==> src/rtl/uart_tx_stream_pkg.sv <==
// Shared UART definitions: baud divisor helper (also used by the receiver)
// and the transmit FSM state encoding.
package uart_tx_stream_pkg;

  typedef enum logic [1:0] {
    IDLE  = 2'd0,
    START = 2'd1,
    DATA  = 2'd2,
    STOP  = 2'd3
  } tx_state_e;

  // Clock cycles per bit; integer division, so the baud error is truncation.
  function automatic int calc_n_ticks(input int clk_freq, input int baud_rate);
    return clk_freq / baud_rate;
  endfunction

endpackage

==> src/rtl/uart_baud_timer.sv <==
// Bit-period counter: counts 0..N_TICKS-1 and flags the last tick of each bit.
module uart_baud_timer #(
  parameter int N_TICKS = 217
) (
  input  logic clk,
  input  logic rst,
  input  logic restart,
  output logic bit_done
);

  localparam int CW = $clog2(N_TICKS + 1);
  localparam logic [CW-1:0] LAST = CW'(N_TICKS - 1);

  logic [CW-1:0] cnt;

  always_ff @(posedge clk) begin
    if (rst || restart) begin
      cnt <= '0;
    end else if (cnt == LAST) begin
      cnt <= '0;
    end else begin
      cnt <= cnt + 1'b1;
    end
  end

  assign bit_done = (cnt == LAST);

endmodule

==> src/rtl/uart_tx_stream.sv <==
// Stream-fed UART transmitter with a one-word holding register so that
// consecutive frames leave the line with no idle gap.
module uart_tx_stream
  import uart_tx_stream_pkg::*;
#(
  parameter int CLK_FREQ  = 25_000_000,
  parameter int BAUD_RATE = 115200,
  parameter int N_BITS    = 8,
  parameter int STOP_BITS = 1
) (
  input  logic              clk,
  input  logic              rst,
  input  logic [N_BITS-1:0] uart_tx_tdata,
  input  logic              uart_tx_tvalid,
  output logic              uart_tx_tready,
  output logic              tx_data,
  output logic              tx_busy,
  output tx_state_e         state_dbg
);

  localparam int N_TICKS = calc_n_ticks(CLK_FREQ, BAUD_RATE);
  localparam int IW = $clog2(N_BITS + 1);
  localparam logic [IW-1:0] LAST_BIT = IW'(N_BITS - 1);
  localparam logic LAST_STOP = 1'(STOP_BITS - 1);

  tx_state_e         state, state_n;
  logic [N_BITS-1:0] hold, hold_n, shifter, shifter_n;
  logic [IW-1:0]     bit_idx, bit_idx_n;
  logic              hold_full, hold_full_n;
  logic              stop_idx, stop_idx_n;
  logic              tx_data_n, load, accept, bit_done, timer_restart;

  // Handshake: a word transfers on a rising edge where tvalid && tready;
  // tready only means the holding register is empty and never depends on tvalid.
  assign uart_tx_tready = ~hold_full & ~rst;
  assign accept         = uart_tx_tvalid & uart_tx_tready;
  assign state_dbg      = state;

  uart_baud_timer #(.N_TICKS(N_TICKS)) u_timer (
    .clk      (clk),
    .rst      (rst),
    .restart  (timer_restart),
    .bit_done (bit_done)
  );

  always_comb begin
    state_n       = state;
    hold_n        = hold;
    hold_full_n   = hold_full;
    shifter_n     = shifter;
    bit_idx_n     = bit_idx;
    stop_idx_n    = stop_idx;
    load          = 1'b0;
    timer_restart = (state == IDLE);
    tx_data_n     = 1'b1;

    case (state)
      IDLE:  load = hold_full;
      START: if (bit_done) state_n = DATA;
      DATA: begin
        if (bit_done) begin
          shifter_n = shifter >> 1;
          if (bit_idx == LAST_BIT) begin
            state_n    = STOP;
            bit_idx_n  = '0;
            stop_idx_n = 1'b0;
          end else begin
            bit_idx_n = bit_idx + 1'b1;
          end
        end
      end
      STOP: begin
        if (bit_done) begin
          if (stop_idx == LAST_STOP) begin
            if (hold_full) load = 1'b1;
            else           state_n = IDLE;
          end else begin
            stop_idx_n = 1'b1;
          end
        end
      end
      default: state_n = IDLE;
    endcase

    // Loading frees the holding register; an accept on the same edge refills it.
    if (load) begin
      shifter_n     = hold;
      hold_full_n   = 1'b0;
      state_n       = START;
      bit_idx_n     = '0;
      stop_idx_n    = 1'b0;
      timer_restart = 1'b1;
    end
    if (accept) begin
      hold_n      = uart_tx_tdata;
      hold_full_n = 1'b1;
    end

    case (state_n)
      START:   tx_data_n = 1'b0;
      DATA:    tx_data_n = shifter_n[0];
      default: tx_data_n = 1'b1;
    endcase
  end

  always_ff @(posedge clk) begin
    if (rst) begin
      state     <= IDLE;
      hold      <= '0;
      hold_full <= 1'b0;
      shifter   <= '0;
      bit_idx   <= '0;
      stop_idx  <= 1'b0;
      tx_data   <= 1'b1;
      tx_busy   <= 1'b0;
    end else begin
      state     <= state_n;
      hold      <= hold_n;
      hold_full <= hold_full_n;
      shifter   <= shifter_n;
      bit_idx   <= bit_idx_n;
      stop_idx  <= stop_idx_n;
      tx_data   <= tx_data_n;
      tx_busy   <= (state_n != IDLE);
    end
  end

endmodule

==> config.mk <==
export PLATFORM = sky130hd
export DESIGN_NAME = uart_tx_stream
export DESIGN_NICKNAME = d
export VERILOG_FILES = /design/src/rtl/uart_tx_stream_pkg.sv /design/src/rtl/uart_baud_timer.sv /design/src/rtl/uart_tx_stream.sv
export SDC_FILE = /design/constraint.sdc
export NUM_CORES = 1
export LEC_CHECK = 0
export ABC_CLOCK_PERIOD_IN_PS = 3200
export CAP_MARGIN = 20
export CORE_MARGIN = 3
export CORE_UTILIZATION = 30
export CTS_CLUSTER_SIZE = 24
export DETAILED_ROUTE_END_ITERATION = 10
export PLACE_DENSITY = 0.59
export RECOVER_POWER = 50
export SYNTH_ARGS = -nofsm -noshare
export SYNTH_HDL_FRONTEND = slang
export SYNTH_HIERARCHICAL = 1
export SYNTH_SLANG_ARGS = --single-unit
export TNS_END_PERCENT = 1
==> constraint.sdc <==
create_clock -name clk -period 3.2 [get_ports clk]
set_input_delay 0.64 -clock clk [delete_from_list [all_inputs] [get_ports clk]]
set_output_delay 0.64 -clock clk [all_outputs]
set_load 0.02 [all_outputs]
==> run_results.csv <==
group,metric,value,unit
min_path,hold_path_class,"flop to flop",
timing,setup_viol,0,
place,buffer_ports.inserted,15,
clock_network,cts_buffer_depth,2,
power_and_ir_drop,p_leak,0.650,nW
global_routing,track_usage,11.2,%
timing,rsz0062_at_grt,"false",
routing,vias_per_cell,4.67,
yosys,synth_seq_area_share,43.7,%
yosys,syn-cell-area,1510,um^2
power_and_ir_drop,p_int,0.000679,W
floorplan,dieArea,5930,um^2
floorplan,rows,25,
clock_network,cts_tree,"yes",
global_routing,grt_pass1_wl,5490,um
yosys,synth_nets,197,
yosys,yosysWarnings,6,
setup_path,r2r_cells,8,
min_path,worstHoldPathCells,2,
yosys,syn_area_per_cell,8.50,um^2
place,dpl-instance-area,1710,um^2
clock_network,clk_latency,0.28,ns
routing,wl_per_cell,11.6,um
routing,drtAntennaViolNets,0,
global_routing,grt_overflow_total,0,
timing,max-slew-margin-rel,34.5,%
final_layout,finish.net_count,211,
setup_path,critPathArrivalTime,2.81,ns
setup_path,rrSetupSlack,0.56,ns
clock_network,clkSinkCount,33,
min_path,min_from,"hold[7]",
floorplan,start_util,31.6,%
timing,skew,0.00589,ns
clock_network,cts_buffers,5,
routing,dr_total_vias,1213,
floorplan,die_x,77.0,um
clock_network,cts_root_buf,"clkbuf_8",
routing,first_iter_violations,49,
setup_path,path_max_fanout,8,
timing,worst_slew_pin_slew,0.980,ns
clock_network,clk_pin_slew,0.07,ns
power_and_ir_drop,pwr-share-clk,37.8,%
power_and_ir_drop,pwr-share-comb,12.4,%
place,placed_cells,252,
run_status,outcome,"finished, final reports clean",
setup_path,crit_type,"flop to flop",
final_layout,areaGrowthSynthToFinish,19.3,%
final_layout,diodes,0,
timing,setup_tns,0,ns
routing,drt_first_pass_iters,4,
timing,hold_viol,0,
floorplan,core-area,4790,um^2
clock_network,h-tree-depth,2,
power_and_ir_drop,peakVddDrop,0.242,mV
global_routing,grt_pass1_vias,1178,
power_and_ir_drop,p_per_area,501,nW/um^2
timing,fmax,378,MHz
yosys,synth_seq_cells,33,
yosys,ys_types,37,
floorplan,io_pins,16,
power_and_ir_drop,power.switching,0.000225,W
floorplan,fp.dieH,77.0,um
min_path,hold_end,"hold[7]",
place,hpwl,2090,um
global_routing,antenna_found_initial,0,
setup_path,r2r_start,"u_timer/cnt[0]",
clock_network,ctsHoldBuffers,0,
run,cap_violations,0,
setup_path,crit_path_end_kind,"flop",
place,gp_congestion,0.735,
setup_path,critical_path_required,3.37,ns
global_routing,grt_start_max_net_pins,27,
routing,drc,0,
final_layout,drive_gt1_share,7.77,%
final_layout,final_area,1800,um^2
timing,drv_slew,0,
setup_path,start_kind,"flop",
setup_path,r2r_end,"tx_data",
clock_network,post-cts-setup-buffers,0,
power_and_ir_drop,pwr-share-seq,49.8,%
yosys,synthCells,178,
power_and_ir_drop,switching_share,24.9,%
timing,period_share,82.6,%
routing,routed_wl,3020,um
final_layout,fin_cells,260,
timing,fin_crit,2.64,ns
clock_network,cts_resized,0,
[synth_stat cells (all sizes together)]
master | count | share of area, %
nor2b | 1 | 0.41
a2111o | 1 | 0.74
a31oi | 1 | 0.41
nand2b | 3 | 1.2
nor3 | 6 | 2.0
inv | 6 | 1.5
and3b | 1 | 0.58
a311oi | 6 | 3.5
or4 | 1 | 0.50
xnor2 | 1 | 0.58
or2 | 1 | 0.41
xor2 | 3 | 1.7
a221o | 1 | 0.66
a21oi | 18 | 6.5
nand2 | 33 | 8.2
and3 | 1 | 0.41
o21ai | 6 | 2.7
or3 | 3 | 1.2
buf | 3 | 1.6
dfxtp | 33 | 44
nand3 | 5 | 2.0
o21a | 1 | 0.50
nand4 | 2 | 0.83
nor2 | 17 | 4.2
or3b | 2 | 1.3
a211oi | 4 | 2.0
clkbuf | 6 | 1.5
mux2i | 2 | 1.3
ha | 8 | 6.6
and2 | 1 | 0.41
nor3b | 1 | 0.83
[per-stage QoR]
stage | setup slack, ns | utilization [%] | hold WS [ns] | power (W)
after floorplan | 1.07 | - | 0.432 | 0.000536
after global placement | 0.705 | 35.7 | 0.449 | 0.000574
after detailed placement | 0.710 | 35.7 | 0.450 | 0.000575
after CTS | 0.685 | 37.8 | 0.460 | 0.000920
after global routing | 0.281 | 37.7 | 0.479 | 0.000947
final | 0.557 | 37.7 | 0.460 | 0.000903
[layer usage]
metal	global-route usage [%]	routed length [um]	vias up
met4	4.09	22	0
met3	3.40	111	2
met5	0	0	-
met1	15.6	1610	553
met2	16.2	1280	17
li1	-	-	641
[flip-flops by register name (all words and copies together) (netlist names)]
name / count
hold: 8
shifter: 8
u_timer/cnt: 8
bit_idx: 4
state_dbg: 2
hold_full: 1
tx_busy: 1
tx_data: 1
[how the worst max path moves through the flow]
stage,start,endpoint,depth (start not counted)
floorplan,u_timer/cnt[2],tx_data,7
CTS,u_timer/cnt[0],tx_data,8
finish,u_timer/cnt[0],tx_data,8
global placement,rst,uart_tx_tready,3
global route,u_timer/cnt[0],tx_data,8
detailed placement,rst,uart_tx_tready,3
[kinds of logic after synthesis]
| kind of cell | after synthesis | synth area share (%) |
|---|---|---|
| AND/OR/NAND/NOR | 78 | 24.6 |
| AO/OA/AOI/OAI | 38 | 17.0 |
| flip-flops | 33 | 43.7 |
| buffers and inverters | 15 | 4.55 |
| adder cells (fa/ha/maj) | 8 | 6.62 |
| XOR/XNOR | 4 | 2.32 |
| multiplexers | 2 | 1.32 |
[final cells by class]
cell class	count	area, um^2
clock buffer	7	96.3
clock inverter	1	5.00
fill	502	2980
inverter	6	22.5
multi-input combinational	130	778
sequential	33	661
tap	67	83.8
timing repair buffer	16	158
[power by group through the flow]
stage,Combinational (W),Clock (W),Sequential [W]
final,0.000112,0.000341,0.000450
after global routing,0.000128,0.000366,0.000454
after CTS,0.000116,0.000354,0.000450
after detailed placement,0.000115,0,0.000459
after global placement,0.000115,0,0.000459
after floorplan,0.0000756,0,0.000460
[cell usage in the layout (no fill, tap or decap)]
| cell | n |
|---|---|
| a2111o_1 | 1 |
| a211oi_1 | 4 |
| a21oi_1 | 16 |
| a21oi_2 | 2 |
| a221o_1 | 1 |
| a311oi_1 | 6 |
| a31oi_1 | 1 |
| and2_0 | 1 |
| and3_1 | 1 |
| and3b_1 | 1 |
| buf_4 | 1 |
| clkbuf_8 | 7 |
| clkdlybuf4s50_1 | 10 |
| clkinv_2 | 1 |
| dfxtp_1 | 33 |
| dlygate4sd3_1 | 5 |
| ha_1 | 8 |
| inv_1 | 6 |
| mux2i_1 | 2 |
| nand2_1 | 33 |
| nand2b_1 | 3 |
| nand3_1 | 4 |
| nand3_2 | 1 |
| nand4_1 | 2 |
| nor2_1 | 17 |
| nor2b_1 | 1 |
| nor3_1 | 6 |
| nor3b_1 | 1 |
| o21a_1 | 1 |
| o21ai_0 | 5 |
| o21ai_4 | 1 |
| or2_2 | 1 |
| or3_1 | 3 |
| or3b_1 | 1 |
| or3b_4 | 1 |
| or4_1 | 1 |
| xnor2_1 | 1 |
| xor2_1 | 3 |
[worst max-delay path: stages (launching register included)]
cell and delay (ns):
dfxtp_1 0.34, inv_1 0.06, ha_1 0.15, nand4_1 0.18, nor2_1 0.36, a21oi_2 0.10, nor3b_1 0.80, a21oi_1 0.15
a221o_1 0.38
(Power assumes the default switching activity.)
